## src/rtl/serpent_core_sched_pkg.sv

```systemverilog
// Shared definitions for the Serpent core scheduler: FSM states, key-bank selectors and
// the default core latency.
package serpent_core_sched_pkg;

    typedef enum logic [1:0] {
        StIdle,
        StIssue,
        StWait,
        StDone
    } state_e;

    localparam logic BANK_TW = 1'b1;
    localparam logic BANK_DT = 1'b0;

    localparam int unsigned CORE_LAT_DEFAULT = 36;

endpackage

```

## src/rtl/serpent_core_sched_if.sv

```systemverilog
// Request/grant bundle between the scheduler FSM (master) and its two-input arbiter (slave).
interface serpent_core_sched_if;

    logic tw_req;
    logic dt_req;
    logic en;
    logic gnt_tw;
    logic gnt_dt;

    modport master (output tw_req, dt_req, en, input gnt_tw, gnt_dt);
    modport slave  (input tw_req, dt_req, en, output gnt_tw, gnt_dt);

endinterface

```

## src/rtl/serpent_sched_arb.sv

```systemverilog
// Two-input grant logic for the tweak and data requesters. Fixed tweak priority by default;
// define SERPENT_SCHED_RR_EN for round-robin on simultaneous requests.
module serpent_sched_arb
    import serpent_core_sched_pkg::*;
(
    serpent_core_sched_if.slave arb
`ifdef SERPENT_SCHED_RR_EN
    ,
    input logic i_clk,
    input logic i_rstn
`endif
);

`ifdef SERPENT_SCHED_RR_EN
    // Set when tweak is next in line, i.e. data was the last requester served.
    logic tw_next_q;

    assign arb.gnt_tw = arb.en && arb.tw_req && (!arb.dt_req || tw_next_q);
    assign arb.gnt_dt = arb.en && arb.dt_req && (!arb.tw_req || !tw_next_q);

    always_ff @(posedge i_clk or negedge i_rstn) begin
        if (!i_rstn) begin
            tw_next_q <= 1'b1;
        end else if (arb.gnt_tw || arb.gnt_dt) begin
            tw_next_q <= arb.gnt_dt;
        end
    end
`else
    assign arb.gnt_tw = arb.en && arb.tw_req;
    assign arb.gnt_dt = arb.en && arb.dt_req && !arb.tw_req;
`endif

endmodule

```

## src/rtl/serpent_core_sched.sv

```systemverilog
// Schedules tweak and data blocks onto one shared Serpent core, one operation at a time.
// Optional SERPENT_SCHED_RR_EN selects round-robin arbitration instead of tweak priority.
module serpent_core_sched
    import serpent_core_sched_pkg::*;
#(
    parameter int unsigned CORE_LAT = CORE_LAT_DEFAULT
) (
    input  logic         i_clk,
    input  logic         i_rstn,
    input  logic         i_tw_req,
    input  logic [127:0] i_tw_data,
    output logic         o_tw_ack,
    output logic [127:0] o_tw_data,
    output logic         o_tw_valid,
    input  logic         i_dt_req,
    input  logic [127:0] i_dt_data,
    output logic         o_dt_ack,
    output logic [127:0] o_dt_data,
    output logic         o_dt_valid,
    input  logic         i_subkey_valid,
    output logic         o_core_en,
    output logic [127:0] o_core_data,
    input  logic [127:0] i_core_data,
    input  logic [5:0]   i_core_address,
    output logic [6:0]   o_key_address,
    output logic         o_busy
);

    localparam logic [5:0] LAST_CNT = 6'(CORE_LAT - 1);

    state_e     state_q;
    logic [5:0] cnt_q;
    logic       bank_q;

    serpent_core_sched_if arb_if ();

    assign arb_if.tw_req = i_tw_req;
    assign arb_if.dt_req = i_dt_req;
    assign arb_if.en     = (state_q == StIdle) && i_subkey_valid;

    serpent_sched_arb u_arb (
`ifdef SERPENT_SCHED_RR_EN
        .i_clk  (i_clk),
        .i_rstn (i_rstn),
`endif
        .arb    (arb_if)
    );

    assign o_busy        = (state_q != StIdle);
    assign o_key_address = o_busy ? {bank_q, i_core_address} : 7'd0;

    always_ff @(posedge i_clk or negedge i_rstn) begin
        if (!i_rstn) begin
            state_q     <= StIdle;
            cnt_q       <= '0;
            bank_q      <= BANK_DT;
            o_tw_ack    <= 1'b0;
            o_dt_ack    <= 1'b0;
            o_core_en   <= 1'b0;
            o_tw_valid  <= 1'b0;
            o_dt_valid  <= 1'b0;
            o_core_data <= '0;
            o_tw_data   <= '0;
            o_dt_data   <= '0;
        end else begin
            o_tw_ack   <= 1'b0;
            o_dt_ack   <= 1'b0;
            o_core_en  <= 1'b0;
            o_tw_valid <= 1'b0;
            o_dt_valid <= 1'b0;
            unique case (state_q)
                StIdle: begin
                    if (arb_if.gnt_tw || arb_if.gnt_dt) begin
                        bank_q      <= arb_if.gnt_tw ? BANK_TW : BANK_DT;
                        o_core_data <= arb_if.gnt_tw ? i_tw_data : i_dt_data;
                        o_tw_ack    <= arb_if.gnt_tw;
                        o_dt_ack    <= arb_if.gnt_dt;
                        state_q     <= StIssue;
                    end
                end
                StIssue: begin
                    o_core_en <= 1'b1;
                    cnt_q     <= '0;
                    state_q   <= StWait;
                end
                StWait: begin
                    if (cnt_q == LAST_CNT) begin
                        if (bank_q == BANK_TW) begin
                            o_tw_data <= i_core_data;
                        end else begin
                            o_dt_data <= i_core_data;
                        end
                        state_q <= StDone;
                    end else begin
                        cnt_q <= cnt_q + 6'd1;
                    end
                end
                StDone: begin
                    // Strobe lands in the following IDLE cycle, alongside the next grant decision.
                    o_tw_valid <= (bank_q == BANK_TW);
                    o_dt_valid <= (bank_q == BANK_DT);
                    bank_q     <= BANK_DT;
                    state_q    <= StIdle;
                end
                default: state_q <= StIdle;
            endcase
        end
    end

endmodule

```

## config.mk

```make
export PLATFORM = sky130hd
export DESIGN_NAME = serpent_core_sched
export DESIGN_NICKNAME = d
export VERILOG_FILES = /design/src/rtl/serpent_core_sched_pkg.sv /design/src/rtl/serpent_core_sched_if.sv /design/src/rtl/serpent_sched_arb.sv /design/src/rtl/serpent_core_sched.sv
export SDC_FILE = /design/constraint.sdc
export NUM_CORES = 1
export LEC_CHECK = 0
export BUFFER_PORTS_ARGS = -buffer_cell sky130_fd_sc_hd__buf_4
export CAP_MARGIN = 20
export CORE_AREA = 5 5 309 311
export CTS_CLUSTER_SIZE = 20
export DETAILED_ROUTE_END_ITERATION = 10
export DIE_AREA = 0 0 314 316
export GPL_ROUTABILITY_DRIVEN = 0
export PLACE_DENSITY = 0.44
export SLEW_MARGIN = 20
export SYNTH_ARGS = -nofsm -noshare
export SYNTH_HDL_FRONTEND = slang
export SYNTH_SLANG_ARGS = --single-unit
```

## constraint.sdc

```tcl
create_clock -name i_clk -period 5.6 [get_ports i_clk]
set_clock_uncertainty 0.15 [all_clocks]
set_input_delay 0.28 -clock i_clk [delete_from_list [all_inputs] [get_ports i_clk]]
set_output_delay 0.28 -clock i_clk [all_outputs]
set_load 0.01 [all_outputs]
```

# After elaboration in Yosys (flattened, before gate mapping)
# Cells that the tools add are included.
[word_totals]
ff_bits = 398
in_bits = 395
out_inout_bits = 397
elab_cells = 53
[classes]
addsub = 1
eq_ne = 7
mux = 17
n_bitwise = 1
reduce_logical = 16
[ops]
columns = ["operator", "count"]
rows = [
  ["$mux W128", 1],
  ["$pmux W6 S2", 1],
  ["$mux W1", 9],
  ["$pmux W2 S4", 1],
  ["$reduce_and A2 Y1", 4],
  ["$mux W7", 1],
  ["$add A6 B1 Y6 const B", 1],
  ["$eq A6 B6 Y1 const B", 1],
  ["$mux W6", 1],
  ["$reduce_and A3 Y1", 2],
  ["$reduce_bool A2 Y1", 3],
  ["$eq A2 B2 Y1 const B", 2],
  ["$logic_and A1 B1 Y1", 4],
  ["$mux W2", 2],
  ["$ne A2 B2 Y1 const B", 2],
  ["$eq A2 B1 Y1 const B", 1],
  ["$logic_not A2 Y1", 1],
  ["$ne A2 B1 Y1 const B", 1],
  ["$pmux W1 S2", 1],
  ["$logic_not A1 Y1", 1],
  ["$logic_or A1 B1 Y1", 1],
  ["$not A1 Y1", 1],
]

# Logic depth before layout (Yosys ltp)
# Gate-level depths: netlist of run 1.
[logic_depth]
depth_word = 7
depth_mapped = 7
ltp_nobuf = 5

# Modules after synthesis
# From an unflattened synthesis of run 1, not the netlist that was laid out.
[hier_totals]
cells_unflattened = 1178
hier_area_um2 = 16329.4
[by_module_without_submodules]
columns = ["mod", "n_inst", "cells_each", "area_per_inst_um2", "seq_area_each_um2"]
rows = [
  ["serpent_core_sched", 1, 1176, 16313.1, 9959.6],
  ["serpent_sched_arb", 1, 2, 16.3, 0.0],
]

# Worst setup path after synthesis of run 1
# Ideal clock, no wire load.
[synth_path]
kind = "register -> register"
startpoint = "reg state_q[0]"
endpoint = "reg o_core_data[108]"
setup_time_ps = 125
t_arrival_ps = 1986
slack_ps = 3339
stages_incl_launch_ff = 8
path_buffers = 2
period_less_slack_ps = 2261
path_cell_list = "dfrtp_1 > inv_1 > ha_1 > nand3_1 > clkbuf_1 > clkbuf_1 > mux2_2 > mux2_2"
[synth_between]
elab_chain_cells = 6
[synth_rtl]
columns = ["item", "line", "source"]
rows = [
  ["start: declaration", "serpent_core_sched.sv:31", "state_e state_q;"],
  ["start signal: assignment", "serpent_core_sched.sv:54", "state_q <= StIdle;"],
  ["start signal: assignment", "serpent_core_sched.sv:78", "state_q <= StIssue;"],
  ["start signal: assignment", "serpent_core_sched.sv:84", "state_q <= StWait;"],
  ["$logic_not A2 Y1 *", "serpent_core_sched.sv:39, serpent_core_sched.sv:71", ""],
  ["$logic_and A1 B1 Y1", "serpent_core_sched.sv:39", "assign arb_if.en = (state_q == StIdle) && i_subkey_valid;"],
  ["$logic_and A1 B1 Y1 (2 in a row)", "serpent_sched_arb.sv:30", "assign arb.gnt_dt = arb.en && arb.dt_req && !arb.tw_req;"],
  ["$logic_or A1 B1 Y1", "serpent_core_sched.sv:73", "if (arb_if.gnt_tw || arb_if.gnt_dt) begin"],
  ["$reduce_and A2 Y1 (no source line)", "--", ""],
  ["end signal: assignment", "serpent_core_sched.sv:75", "o_core_data <= arb_if.gnt_tw ? i_tw_data : i_dt_data;"],
  ["end: declaration", "serpent_core_sched.sv:22", "output logic [127:0] o_core_data,"],
]
# Every way passes the cells marked *; elsewhere a longest branch is shown, timed or not.
# A chain may end at the register's enable or synchronous reset.

# Worst setup path after layout of run 1
[layout_path]
startpoint = "reg state_q[0]"
endpoint = "reg o_core_data[88]"
# Same word-level chain as after synthesis.

==> results of run 1 <==
-- Yosys cell counts, drive strengths merged (2+ instances only) --
cell / count
a21o: 3
a21oi: 4
and2: 2
buf: 50
clkbuf: 10
dfrtp: 398
ha: 6
inv: 6
mux2: 513
nand2: 4
nand2b: 2
nand3: 4
nand4: 2
nor2: 3
nor2b: 8
nor3b: 4
o211ai: 3
xnor2: 2
-- cells by family after synthesis --
family / synth area share [%]
compound gates: 0.774
xor+xnor: 0.105
fa+ha+maj: 0.451
buf+inv: 2.79
flops: 59.8
mux: 34.7
simple gates: 1.41
-- critical path, cell delays in order, from the launching register on --
cell and delay [ns]:
dfrtp_1 0.39, inv_1 0.11, ha_1 0.29, nand3_4 0.42
buf_4 0.72, mux2_2 0.41, dlygate4sd3_1 0.56, mux2_2 0.26
-- per-layer routing --
layer	wire (um)	vias up	GRT usage, %	share of wire, %
li1	-	6086	-	-
met3	4940	116	4.23	7.5
met5	0	-	0	0
met4	2610	0	5.05	4.0
met1	22800	6691	12.9	35
met2	35300	447	23.5	54
-- through the flow --
stage	hold WS (ns)	area, sq um	total power [W]	cells
2_1_floorplan	-0.166	16700	0.00537	1039
5_1_grt	0.0870	29300	0.0113	3454
3_5_place_dp	0.165	23800	0.00733	2976
3_3_place_gp	0.161	23800	0.00727	2976
4_1_cts	0.0163	29300	0.0109	3452
6_report	0.0948	29300	0.0107	3454
-- sequential cells by signal, indices dropped and copies added (netlist names) --
name and count:
cnt_q 6, o_dt_ack 1, o_core_en 1, o_dt_valid 1
o_tw_data 128, o_core_data 128, state_q 2, o_tw_valid 1
o_tw_ack 1, bank_q 1, o_dt_data 128
-- final timing paths --
kind	start	endpoint	slack, ns	depth (start not counted)
setup / recovery	state_q[0]	o_core_data[88]	2.08	7
hold / removal	i_dt_req	state_q[1]	0.09	4
setup reg to reg	state_q[0]	o_core_data[88]	2.08	7
hold reg to reg	o_tw_data[25]	o_tw_data[25]	0.35	1
max in group asynchronous	i_rstn	o_tw_data[113]	3.83	3
min in group asynchronous	i_rstn	o_core_data[119]	0.12	2
-- final cells by class --
type,instances,area (sq um)
tap,1197,1500
inverter,6,22.5
antenna,2,5.00
sequential,398,9960
clock buffer,77,1490
fill,9298,63200
multi-input combinational,575,6250
clock inverter,11,90.1
timing repair buffer,1188,9960
-- power groups by stage --
stage	registers, W	clock network (W)	logic [W]
after CTS	0.00397	0.00329	0.00365
after global placement	0.00400	0	0.00328
after detailed placement	0.00401	0	0.00331
final	0.00396	0.00315	0.00358
after floorplan	0.00425	0	0.00112
after global routing	0.00405	0.00341	0.00381
-- what timing repair did --
action	CTS	global route
setup buffers	0	0
hold buffers	388	0
endpoints found under the hold margin	453	0
gates resized for setup	0	0
==> flow_summary.yaml, run 1 <==
pwr:
  p_leak_nw: 13.3
  p_per_area_nw_per_um2: 365
  switchingPower_w: 0.00321
  pwr-share-comb_pct: 33.5
  pwr-share-clk_pct: 29.4
  pwr-share-seq_pct: 37.1
  ir_drop_mv: 0.196
  intPower_w: 0.00748
  swShare_pct: 30.0
timing:
  slew_viol_final: 0
  finalHoldViolCount: 0
  post-route-period-util_pct: 62.9
  final-setup-viol-count: 0
  fin_crit_ns: 3.52
  worstMarginPinSlew_ns: 1.19
  rsz0062_at_grt: "false"
  setup_ws_ns: 2.08
  fmax_mhz: 284
  setup_tns_ns: 0
  slew_headroom_pct: 20.6
logic_synthesis:
  synth_seq_cells: 398
  netlist_area_sq_um: 16700
  yosysTopAreaCell: "dfrtp_1"
  yosysWarnings: 0
  synth_top_area_share_pct: 59.8
  synth-seq-area-share_pct: 59.8
  synth.area.top_cells: "dfrtp_1 60%, mux2_2 35%, buf_6 1.6%, buf_2 0.72%, ha_1 0.45%"
  ys_async_sr_fraction_pct: 100
  synth_cells: 1039
  synth_ff_type: "dfrtp_1"
  syn-num-nets: 1440
  synth-edff-count: 0
  synth_cell_types: 35
  avgSynthCellArea_sq_um: 16.0
global_routing:
  grt_max_degree: 154
  antenna_found_initial: 2
  grt_pass1_wl_mm: 95.9
  gr-total-overflow: 0
  grt_pass1_vias: 15300
  grt_use_total_pct: 12.6
layout:
  nets: 2619
  fin_util_pct: 31.7
  layout_common_cells: "794 x buf_4, 513 x mux2_2, 398 x dfrtp_1"
  drive_gt1_share_pct: 61.8
  layout_commonest_cell: "buf_4"
  area_growth_pct: 75.8
floorplan:
  fp-row-count: 112
  core_region_area_sq_um: 92500
  die_w_um: 314
  io_pins: 792
  start_util_pct: 18.0
  floorplan.die_area_sq_um: 99200
  fp.dieH_um: 316
clock_tree:
  clockBufferDepth: 3
  clk_latency_ns: 0.61
  cts_buffers: 49
  cts_root_buffer: "clkbuf_16"
  clk_pin_slew_ns: 0.07
  clock_sinks: 398
  cts_tree: "yes"
  cts_max_level: 2
critical_path:
  worstSetupPathType: "reg2reg"
  cp_max_fo: 55
  setup.worst_path.start_class: "flop"
  arrival_ns: 3.85
  required_ns: 5.93
  critPathCaptureType: "flop"
route:
  drc: 0
  antenna_left: 0
  drt_wl_total_mm: 65.6
  dr.pass1.iters: 4
  dr_total_vias: 13300
  wl_per_cell_um: 19.0
  viasPerCell: 3.86
  drtIter0Drc: 457
placed_design:
  dp_hpwl_mm: 48.2
  dpl_worst_slack_ns: 2.64
  portBuffers: 791
min_path:
  hold_class: "in2reg"
flow_run:
  max-cap-violations: 0
status:
  status: "finished clean"
No activity file was read; power rests on OpenSTA's default activity.
==> inputs of run 2 (changes only) <==
==> constraint.sdc (replaced) <==
create_clock -name i_clk -period 3.5 [get_ports i_clk]
set_clock_uncertainty 0.15 [all_clocks]
set_input_delay 0.175 -clock i_clk [delete_from_list [all_inputs] [get_ports i_clk]]
set_output_delay 0.175 -clock i_clk [all_outputs]
set_load 0.01 [all_outputs]
==> flow_summary.yaml, run 2 (synthesis gave the netlist of run 1 again) <==
status:
  status: "finished clean"
route:
  drt_wl_total_mm: 64.7
  wl_per_cell_um: 18.6
  drc: 0
  viasPerCell: 3.85
  drtIter0Drc: 404
  antenna_left: 0
  dr_total_vias: 13400
  dr.pass1.iters: 4
floorplan:
  io_pins: 792
  fp.dieH_um: 316
  core_region_area_sq_um: 92500
  die_w_um: 314
  start_util_pct: 18.0
  fp-row-count: 112
  floorplan.die_area_sq_um: 99200
critical_path:
  critPathCaptureType: "flop"
  rrSetupSlack_ns: 0.54
  worstSetupPathType: "reg2reg"
  arrival_ns: 3.26
  cp_max_fo: 90
  required_ns: 3.80
  setup.worst_path.start_class: "flop"
timing:
  finalHoldViolCount: 0
  slew_headroom_pct: 32.2
  fmax_mhz: 338
  slew_viol_final: 0
  worstMarginPinSlew_ns: 1.02
  final-setup-viol-count: 0
  rsz0062_at_grt: "false"
  fin_crit_ns: 2.96
  setup_ws_ns: 0.541
  setup_tns_ns: 0
  post-route-period-util_pct: 84.6
min_path:
  hold_class: "in2async"
clock_tree:
  clk_pin_slew_ns: 0.06
  cts_tree: "yes"
  cts_root_buffer: "clkbuf_16"
  clock_sinks: 398
  cts_max_level: 2
  clockBufferDepth: 3
  cts_setup_buffers: 0
  hold_buffers: 389
  clk_latency_ns: 0.57
  cts_resized: 0
  cts_buffers: 48
layout:
  largest_registers: "o_core_data: 128 flops, o_dt_data: 128 flops, o_tw_data: 128 flops"
  layout_common_cells: "807 x buf_4, 513 x mux2_2, 398 x dfrtp_1"
  nets: 2639
  final_cells: 3472
  drive_gt1_share_pct: 62.4
  layout_commonest_cell: "buf_4"
  area_growth_pct: 77.5
global_routing:
  grt_pass1_wl_mm: 95.6
  grt_pass1_vias: 15200
  grt_use_total_pct: 12.4
  antenna_found_initial: 2
  grt_max_degree: 106
  gr-total-overflow: 0
placed_design:
  dp.cells: 2996
  dp_hpwl_mm: 49.1
  dpl_worst_slack_ns: 0.714
  portBuffers: 791
pwr:
  p_per_area_nw_per_um2: 583
  p_leak_nw: 13.5
  ir_drop_mv: 0.302
flow_run:
  max-cap-violations: 0
[run 2: cell types whose count changed in the layout (fill, tap and decap cells not counted), sizes merged]
cell         change
buf             +20
bufinv           +2
clkbuf           -7
clkinv           +2
clkinvlp         +1
diode            -1
dlygate4sd3      +1
[run 2: report_power, final]
part | switching (W) | total, W | internal [W]
Sequential | 0.000630 | 0.00633 | 0.00570
Combinational | 0.00248 | 0.00581 | 0.00334
Clock | 0.00202 | 0.00509 | 0.00308
[run 2: per-layer routing]
| layer | up-vias | GRT usage, % | share of wire (%) |
|---|---|---|---|
| met4 | 0 | 4.14 | 3.3 |
| li1 | 6122 | - | - |
| met1 | 6686 | 13.0 | 35 |
| met5 | - | 0 | 0 |
| met3 | 105 | 3.62 | 7.0 |
| met2 | 438 | 23.8 | 55 |
[run 2: cell type report]
type / count / area [sq um]
repair buffers: 1209 / 10200
diodes: 1 / 2.50
multi-input cells: 575 / 6250
flip-flops and latches: 398 / 9960
clock inverters: 16 / 186
clock buffers: 70 / 1440
well taps: 1197 / 1500
fillers: 9253 / 62900
inverters: 6 / 22.5
[run 2: path summary, 6_finish.rpt]
kind | startpoint | cells past startpoint | to
max | state_q[0] | 7 | o_core_data[20]
min | i_rstn | 2 | o_core_data[113]
max reg2reg | state_q[0] | 7 | o_core_data[20]
min reg2reg | o_tw_data[65] | 1 | o_tw_data[65]
max in group asynchronous | i_rstn | 3 | o_core_data[66]
min in group i_clk | i_core_data[97] | 3 | o_tw_data[97]
[run 2: critical path, cell delays in order (launching register included)]
cell,delay [ns]
dfrtp_1,0.41
inv_1,0.12
ha_1,0.30
nand3_4,0.11
buf_12,0.33
mux2_2,0.42
dlygate4sd3_1,0.60
mux2_2,0.27
[run 2: through the flow]
step                cell area, sq um  hold WS [ns]  utilization [%]  total power [W]
finish                         29600         0.134             32.0           0.0172
global placement               24000         0.177             26.0           0.0117
global route                   29600         0.192             32.0           0.0182
floorplan                      16700        -0.271                -          0.00859
detailed placement             24000         0.183             26.0           0.0118
CTS                            29600         0.150             32.0           0.0176
